**config.mk**
```make
export PLATFORM = sky130hd
export DESIGN_NAME = pipe_muldiv_unit_flat
export DESIGN_NICKNAME = d
export VERILOG_FILES = /design/src/rtl/pipe_muldiv_if.sv /design/src/rtl/pipe_muldiv_unit.sv /design/src/flat_wrapper.sv
export SDC_FILE = /design/constraint.sdc
export NUM_CORES = 2
export LEC_CHECK = 0
export CAP_MARGIN = 20
export CORE_MARGIN = 2
export CORE_UTILIZATION = 38
export CTS_CLUSTER_SIZE = 10
export DETAILED_ROUTE_END_ITERATION = 10
export MAX_ROUTING_LAYER = met4
export SLEW_MARGIN = 20
export SYNTH_ARGS = -nofsm -noshare
export SYNTH_HDL_FRONTEND = slang
export SYNTH_SLANG_ARGS = --single-unit
```
**constraint.sdc**
```tcl
create_clock -name clk -period 12 [get_ports clk]
set_clock_uncertainty 0.15 [all_clocks]
set_input_delay 2.4 -clock clk [delete_from_list [all_inputs] [get_ports clk]]
set_output_delay 2.4 -clock clk [all_outputs]
set_load 0.005 [all_outputs]
```
**src/rtl/pipe_muldiv_if.sv**
```systemverilog
// Handshake bundle between the execute stage and the multiply/divide unit.
interface pipe_muldiv_if #(
    parameter int XLEN = 32
);
    logic            start_i;
    logic [2:0]      op_i;
    logic [XLEN-1:0] a_i;
    logic [XLEN-1:0] b_i;
    logic [4:0]      rd_i;
    logic            flush_i;
    logic            busy_o;
    logic            stall_o;
    logic            done_o;
    logic [XLEN-1:0] result_o;
    logic [4:0]      rd_o;

    modport master (
        output start_i, op_i, a_i, b_i, rd_i, flush_i,
        input  busy_o, stall_o, done_o, result_o, rd_o
    );

    modport slave (
        input  start_i, op_i, a_i, b_i, rd_i, flush_i,
        output busy_o, stall_o, done_o, result_o, rd_o
    );
endinterface

```
**src/rtl/pipe_muldiv_unit.sv**
```systemverilog
// RV32M/RV64M multiply/divide unit for the execute stage.
// Fixed-latency multiply, iterative restoring divide, one op in flight.
module pipe_muldiv_unit #(
    parameter int XLEN       = 32,
    parameter int MUL_STAGES = 2,
    parameter int DIV_UNROLL = 1
) (
    input  logic          clk,
    input  logic          rst,
    pipe_muldiv_if.slave  bus
);
    localparam int NIT = XLEN / DIV_UNROLL;
    localparam int CW  = $clog2(NIT) + 1;
    localparam logic [CW-1:0] DIV_LAST = CW'(NIT - 1);
    localparam logic [CW-1:0] MUL_LAST =
        CW'((MUL_STAGES > 1) ? MUL_STAGES - 2 : 0);

    typedef enum logic [1:0] {
        S_IDLE,
        S_MUL,
        S_DIV,
        S_DONE
    } state_t;

    state_t          state_q;
    logic            busy_q;
    logic            done_q;
    logic [XLEN-1:0] res_q;
    logic [4:0]      rd_q;
    logic [4:0]      tag_q;
    logic [XLEN-1:0] mul_q;
    logic [XLEN-1:0] quo_q;
    logic [XLEN-1:0] dvs_q;
    logic [XLEN:0]   rem_q;
    logic [CW-1:0]   cnt_q;
    logic            fix_q;
    logic            negq_q;
    logic            negr_q;
    logic            isrem_q;

    logic            idle_like;
    logic            can_start;
    logic            div_sgn;
    logic            sa;
    logic            sb;
    logic [XLEN-1:0] a_mag;
    logic [XLEN-1:0] b_mag;
    logic            div_zero;
    logic            div_ovf;
    logic [XLEN-1:0] spec_res;
    logic [XLEN:0]   ax;
    logic [XLEN:0]   bx;
    logic [2*XLEN-1:0] prod;
    logic [XLEN-1:0] mul_sel;
    logic [XLEN:0]   rem_d;
    logic [XLEN-1:0] quo_d;
    logic [XLEN-1:0] quo_fix;
    logic [XLEN-1:0] rem_fix;

    assign idle_like = (state_q == S_IDLE) | (state_q == S_DONE);
    assign can_start = idle_like & bus.start_i & ~bus.flush_i;

    // Operand conditioning for the divider
    assign div_sgn  = ~bus.op_i[0];
    assign sa       = div_sgn & bus.a_i[XLEN-1];
    assign sb       = div_sgn & bus.b_i[XLEN-1];
    assign a_mag    = sa ? -bus.a_i : bus.a_i;
    assign b_mag    = sb ? -bus.b_i : bus.b_i;
    assign div_zero = (bus.b_i == '0);
    assign div_ovf  = div_sgn
                    & (bus.a_i == {1'b1, {(XLEN-1){1'b0}}})
                    & (bus.b_i == '1);

    always_comb begin
        spec_res = '0;
        if (div_zero) begin
            spec_res = bus.op_i[1] ? bus.a_i : '1;
        end else begin
            spec_res = bus.op_i[1] ? '0 : bus.a_i;
        end
    end

    // MULH treats both operands signed, MULHSU only a
    assign ax = {(bus.op_i[1:0] == 2'b01) | (bus.op_i[1:0] == 2'b10)
                 ? bus.a_i[XLEN-1] : 1'b0, bus.a_i};
    assign bx = {(bus.op_i[1:0] == 2'b01) ? bus.b_i[XLEN-1] : 1'b0,
                 bus.b_i};
    assign prod = {{(XLEN-1){ax[XLEN]}}, ax}
                * {{(XLEN-1){bx[XLEN]}}, bx};
    assign mul_sel = (bus.op_i[1:0] == 2'b00)
                   ? prod[XLEN-1:0] : prod[2*XLEN-1:XLEN];

    always_comb begin
        rem_d = rem_q;
        quo_d = quo_q;
        for (int i = 0; i < DIV_UNROLL; i++) begin
            rem_d = {rem_d[XLEN-1:0], quo_d[XLEN-1]};
            quo_d = {quo_d[XLEN-2:0], 1'b0};
            if (rem_d >= {1'b0, dvs_q}) begin
                rem_d    = rem_d - {1'b0, dvs_q};
                quo_d[0] = 1'b1;
            end
        end
    end

    assign quo_fix = negq_q ? -quo_q : quo_q;
    assign rem_fix = negr_q ? -rem_q[XLEN-1:0] : rem_q[XLEN-1:0];

    always_ff @(posedge clk) begin
        if (!rst) begin
            state_q <= S_IDLE;
            busy_q  <= 1'b0;
            done_q  <= 1'b0;
            res_q   <= '0;
            rd_q    <= '0;
            tag_q   <= '0;
            mul_q   <= '0;
            quo_q   <= '0;
            dvs_q   <= '0;
            rem_q   <= '0;
            cnt_q   <= '0;
            fix_q   <= 1'b0;
            negq_q  <= 1'b0;
            negr_q  <= 1'b0;
            isrem_q <= 1'b0;
        end else begin
            done_q <= 1'b0;
            unique case (state_q)
                S_IDLE, S_DONE: begin
                    state_q <= S_IDLE;
                    busy_q  <= 1'b0;
                    if (can_start) begin
                        tag_q <= bus.rd_i;
                        cnt_q <= '0;
                        if (!bus.op_i[2]) begin
                            mul_q <= mul_sel;
                            if (MUL_STAGES == 1) begin
                                state_q <= S_DONE;
                                done_q  <= 1'b1;
                                res_q   <= mul_sel;
                                rd_q    <= bus.rd_i;
                            end else begin
                                state_q <= S_MUL;
                                busy_q  <= 1'b1;
                            end
                        end else if (div_zero | div_ovf) begin
                            state_q <= S_DONE;
                            done_q  <= 1'b1;
                            res_q   <= spec_res;
                            rd_q    <= bus.rd_i;
                        end else begin
                            state_q <= S_DIV;
                            busy_q  <= 1'b1;
                            quo_q   <= a_mag;
                            rem_q   <= '0;
                            dvs_q   <= b_mag;
                            negq_q  <= sa ^ sb;
                            negr_q  <= sa;
                            isrem_q <= bus.op_i[1];
                            fix_q   <= 1'b0;
                        end
                    end
                end
                S_MUL: begin
                    if (bus.flush_i) begin
                        state_q <= S_IDLE;
                        busy_q  <= 1'b0;
                    end else if (cnt_q == MUL_LAST) begin
                        state_q <= S_DONE;
                        busy_q  <= 1'b0;
                        done_q  <= 1'b1;
                        res_q   <= mul_q;
                        rd_q    <= tag_q;
                    end else begin
                        cnt_q <= cnt_q + 1'b1;
                    end
                end
                S_DIV: begin
                    if (bus.flush_i) begin
                        state_q <= S_IDLE;
                        busy_q  <= 1'b0;
                    end else if (fix_q) begin
                        // Restore result signs after the unsigned loop
                        state_q <= S_DONE;
                        busy_q  <= 1'b0;
                        done_q  <= 1'b1;
                        res_q   <= isrem_q ? rem_fix : quo_fix;
                        rd_q    <= tag_q;
                    end else begin
                        quo_q <= quo_d;
                        rem_q <= rem_d;
                        cnt_q <= cnt_q + 1'b1;
                        if (cnt_q == DIV_LAST) begin
                            fix_q <= 1'b1;
                        end
                    end
                end
                default: begin
                    state_q <= S_IDLE;
                    busy_q  <= 1'b0;
                end
            endcase
        end
    end

    assign bus.busy_o   = busy_q;
    assign bus.stall_o  = (bus.start_i & ~idle_like) | busy_q;
    assign bus.done_o   = done_q;
    assign bus.result_o = res_q;
    assign bus.rd_o     = rd_q;
endmodule

```
**src/flat_wrapper.sv**
```systemverilog
// flat-port wrapper written by rule: the top's interface ports become plain ports
module pipe_muldiv_unit_flat 
#(
    parameter int XLEN       = 32,
    parameter int MUL_STAGES = 2,
    parameter int DIV_UNROLL = 1
)
  (clk, rst, bus_start_i, bus_op_i, bus_a_i, bus_b_i, bus_rd_i, bus_flush_i, bus_busy_o, bus_stall_o, bus_done_o, bus_result_o, bus_rd_o);
  pipe_muldiv_if #(.XLEN(XLEN)) bus_i ();
  input  logic clk;
  input  logic rst;
  input wire logic [$bits(bus_i.start_i)-1:0] bus_start_i;
  input wire logic [$bits(bus_i.op_i)-1:0] bus_op_i;
  input wire logic [$bits(bus_i.a_i)-1:0] bus_a_i;
  input wire logic [$bits(bus_i.b_i)-1:0] bus_b_i;
  input wire logic [$bits(bus_i.rd_i)-1:0] bus_rd_i;
  input wire logic [$bits(bus_i.flush_i)-1:0] bus_flush_i;
  output wire logic [$bits(bus_i.busy_o)-1:0] bus_busy_o;
  output wire logic [$bits(bus_i.stall_o)-1:0] bus_stall_o;
  output wire logic [$bits(bus_i.done_o)-1:0] bus_done_o;
  output wire logic [$bits(bus_i.result_o)-1:0] bus_result_o;
  output wire logic [$bits(bus_i.rd_o)-1:0] bus_rd_o;
  assign bus_i.start_i = bus_start_i;
  assign bus_i.op_i = bus_op_i;
  assign bus_i.a_i = bus_a_i;
  assign bus_i.b_i = bus_b_i;
  assign bus_i.rd_i = bus_rd_i;
  assign bus_i.flush_i = bus_flush_i;
  assign bus_busy_o = bus_i.busy_o;
  assign bus_stall_o = bus_i.stall_o;
  assign bus_done_o = bus_i.done_o;
  assign bus_result_o = bus_i.result_o;
  assign bus_rd_o = bus_i.rd_o;
  pipe_muldiv_unit #(.XLEN(XLEN), .MUL_STAGES(MUL_STAGES), .DIV_UNROLL(DIV_UNROLL)) u_core (.clk(clk), .rst(rst), .bus(bus_i));
endmodule
```
==> metrics.csv <==
metric,value,unit
outcome,completed,
die_area,137000,µm²
cts_buffer_depth,2,
num_vias,40700,
grt_max_degree,86,
drc,0,
ys.flop_type,dfxtp_1,
period_needed,11.26,ns
ios,116,
antenna_found_initial,10,
criticalPathCategory,input port to flip-flop,
async_flop_share,0,%
die_y,370,µm
cts_tree,built,
dr.pass1.iters,8,
grt-ovfl-total,0,
relSlewSlack,21.4,%
r2r_cells,10,
grt_pass1_wl,253,mm
clk_latency,0.50,ns
drv_slew,0,
rows,134,
globalRouteTotalUtil,24.7,%
endpoint_kind,flip-flop,
synth_top_family_by_area,adder cells,
critPathMaxFanout,9,
yosys.area_share.adder,51.0,%
rsz0062_at_grt,false,
fmax,0.0888,GHz
ys_warn_count,0,
cp.required,12.22,ns
cts_htree_levels,4,
syn_area_per_cell,8.49,µm²
syn_nets,7442,
cts.sinks,184,
nNetsFinal,7286,
worstSetupStartpointType,input port,
finalSetupViolations,0,
portBuffers,115,
crit_arrival,11.48,ns
tns,0,ns
die_width,370,µm
ys_ff_latch,184,
synth.distinct_cells,76,
drtIter0Drc,3408,
core_area,133000,µm²
cts_buffers,17,
gp_congestion,0.970,
wl_per_cell,21.2,µm
hold_violations,0,
cts_root_buffer,clkbuf_16,
stdcell_area,53800,µm²
cts_resized,0,
critPathSlowestCell,clkdlybuf4s50_1,
synth_edf_count,0,
grt_pass1_vias,42100,
drive_gt1_share,4.04,%
viasPerCell,5.34,
synthMuxAreaShare,0.702,%
synth-simple-area-share,15.6,%
hpwl,129,mm
yosysSeqAreaShare,7.25,%
cap_viol_max_count,0,
place_area,53200,µm²
hp-class,flip-flop to flip-flop,
synth-compound-area-share,9.49,%
hold_depth,2,
max_stage_delay,0.64,ns
postCtsHoldBufs,0,
syn_to_final_growth,5.84,%
worst_pin_slew,1.18,ns
start_util,38.2,%
syn-instance-count,5985,
postCtsSetupRepairBufs,0,
timing.final.crit_share,93.8,%
yosys.area_share.xor_xnor,3.86,%
antenna_left,0,
synth_area,50800,µm²
clk_pin_slew,0.07,ns
routed_wl,161,mm
-- sequential cells by signal (all words and copies together), names as in the netlist --
| signal | cells |
|---|---|
| u_core.cnt_q | 6 |
| u_core.fix_q | 1 |
| u_core.dvs_q | 32 |
| u_core.bus.done_o | 1 |
| u_core.negr_q | 1 |
| u_core.bus.rd_o | 5 |
| u_core.bus.busy_o | 1 |
| u_core.bus.result_o | 32 |
| u_core.rem_q | 32 |
| u_core.quo_q | 32 |
| u_core.tag_q | 5 |
| u_core.isrem_q | 1 |
| u_core.mul_q | 32 |
| u_core.state_q | 2 |
| u_core.negq_q | 1 |
-- Yosys cell counts, types with 30 or more instances --
cell,n,area share (%)
a211oi_1,55,0.81
nand3_1,39,0.38
nor3_1,38,0.37
and2_1,281,3.5
buf_1,97,0.72
xnor2_1,127,2.2
ha_1,255,6.3
fa_1,1126,44
dfxtp_1,184,7.2
mux2i_1,30,0.59
a21oi_1,194,1.9
xor2_1,97,1.7
clkbuf_1,280,2.1
o21ai_0,196,1.9
o31ai_1,33,0.49
inv_1,1252,9.2
a21o_1,52,0.77
nand2_1,1019,7.5
and3_1,30,0.37
nor2_1,203,1.5
-- cell families (layout without fill, tap and decap cells) --
| logic type | count (synthesis) | count (layout) |
|---|---|---|
| mux | 35 | 35 |
| flops | 184 | 184 |
| buf+inv | 1643 | 1500 |
| fa+ha+maj | 1398 | 1398 |
| xor+xnor | 224 | 224 |
| compound gates | 750 | 750 |
| simple gates | 1751 | 1751 |
| other cells | 0 | 5 |
-- cells in the final DEF (no fill, tap or decap), drive strengths merged, types with 157 or more instances in the layout --
cell | Yosys | final
nand2 | 1019 | 1019
a21oi | 194 | 194
nor2 | 203 | 203
fa | 1126 | 1126
dfxtp | 184 | 184
and2 | 281 | 281
buf | 109 | 157
o21ai | 200 | 200
inv | 1253 | 1256
ha | 255 | 255
-- routing by layer --
layer	vias up	part of all wire [%]	global-route usage [%]	wire (µm)
met2	1618	46	39.0	74800
met1	21000	43	33.3	69200
li1	17800	-	-	-
met3	277	7.1	3.16	11500
met5	-	0	-	0
met4	0	3.5	7.47	5700
-- critical path: cells and delay by family --
| family | cells | cell delay [ns] |
|---|---|---|
| AO/OA/AOI/OAI | 3 | 0.64 |
| XOR/XNOR | 1 | 0.15 |
| adder cells (fa/ha/maj) | 10 | 5.08 |
| buffers and inverters | 9 | 1.63 |
| AND/OR/NAND/NOR | 6 | 1.55 |
-- path summary, 6_finish.rpt --
kind                                               from                       to  slack [ns]
worst max-delay path                        bus_op_i[0]         u_core.mul_q[31]        0.74
worst min-delay path            u_core.bus.result_o[19]  u_core.bus.result_o[19]        0.30
worst min register to register  u_core.bus.result_o[19]  u_core.bus.result_o[19]        0.30
worst max register to register        u_core.state_q[0]         u_core.rem_q[21]        6.50
-- layout make-up --
cell class                 count  area (µm²)
inverter                    1254        4710
timing repair buffer         214        1600
multi-input combinational   4158       41000
tap                         1768        2210
fill                       13400       79300
antenna                        5        12.5
clock buffer                  18         439
clock inverter                14         149
sequential                   184        3680
-- metrics by stage --
| step | worst slack (ns) | utilization [%] | std cells | hold slack, ns |
|---|---|---|---|---|
| 2_1_floorplan | 1.34 | - | 5985 | 0.282 |
| 3_3_place_gp | 0.321 | 40.0 | 7578 | 0.292 |
| 3_5_place_dp | 0.187 | 40.0 | 7578 | 0.297 |
| 4_1_cts | 0.669 | 40.4 | 7610 | 0.307 |
| 5_1_grt | 0.190 | 40.4 | 7614 | 0.317 |
| 6_report | 0.741 | 40.4 | 7615 | 0.303 |
Power is not shown: default switching activity piles up to over one toggle a cycle in this logic, so the estimate is an artifact.
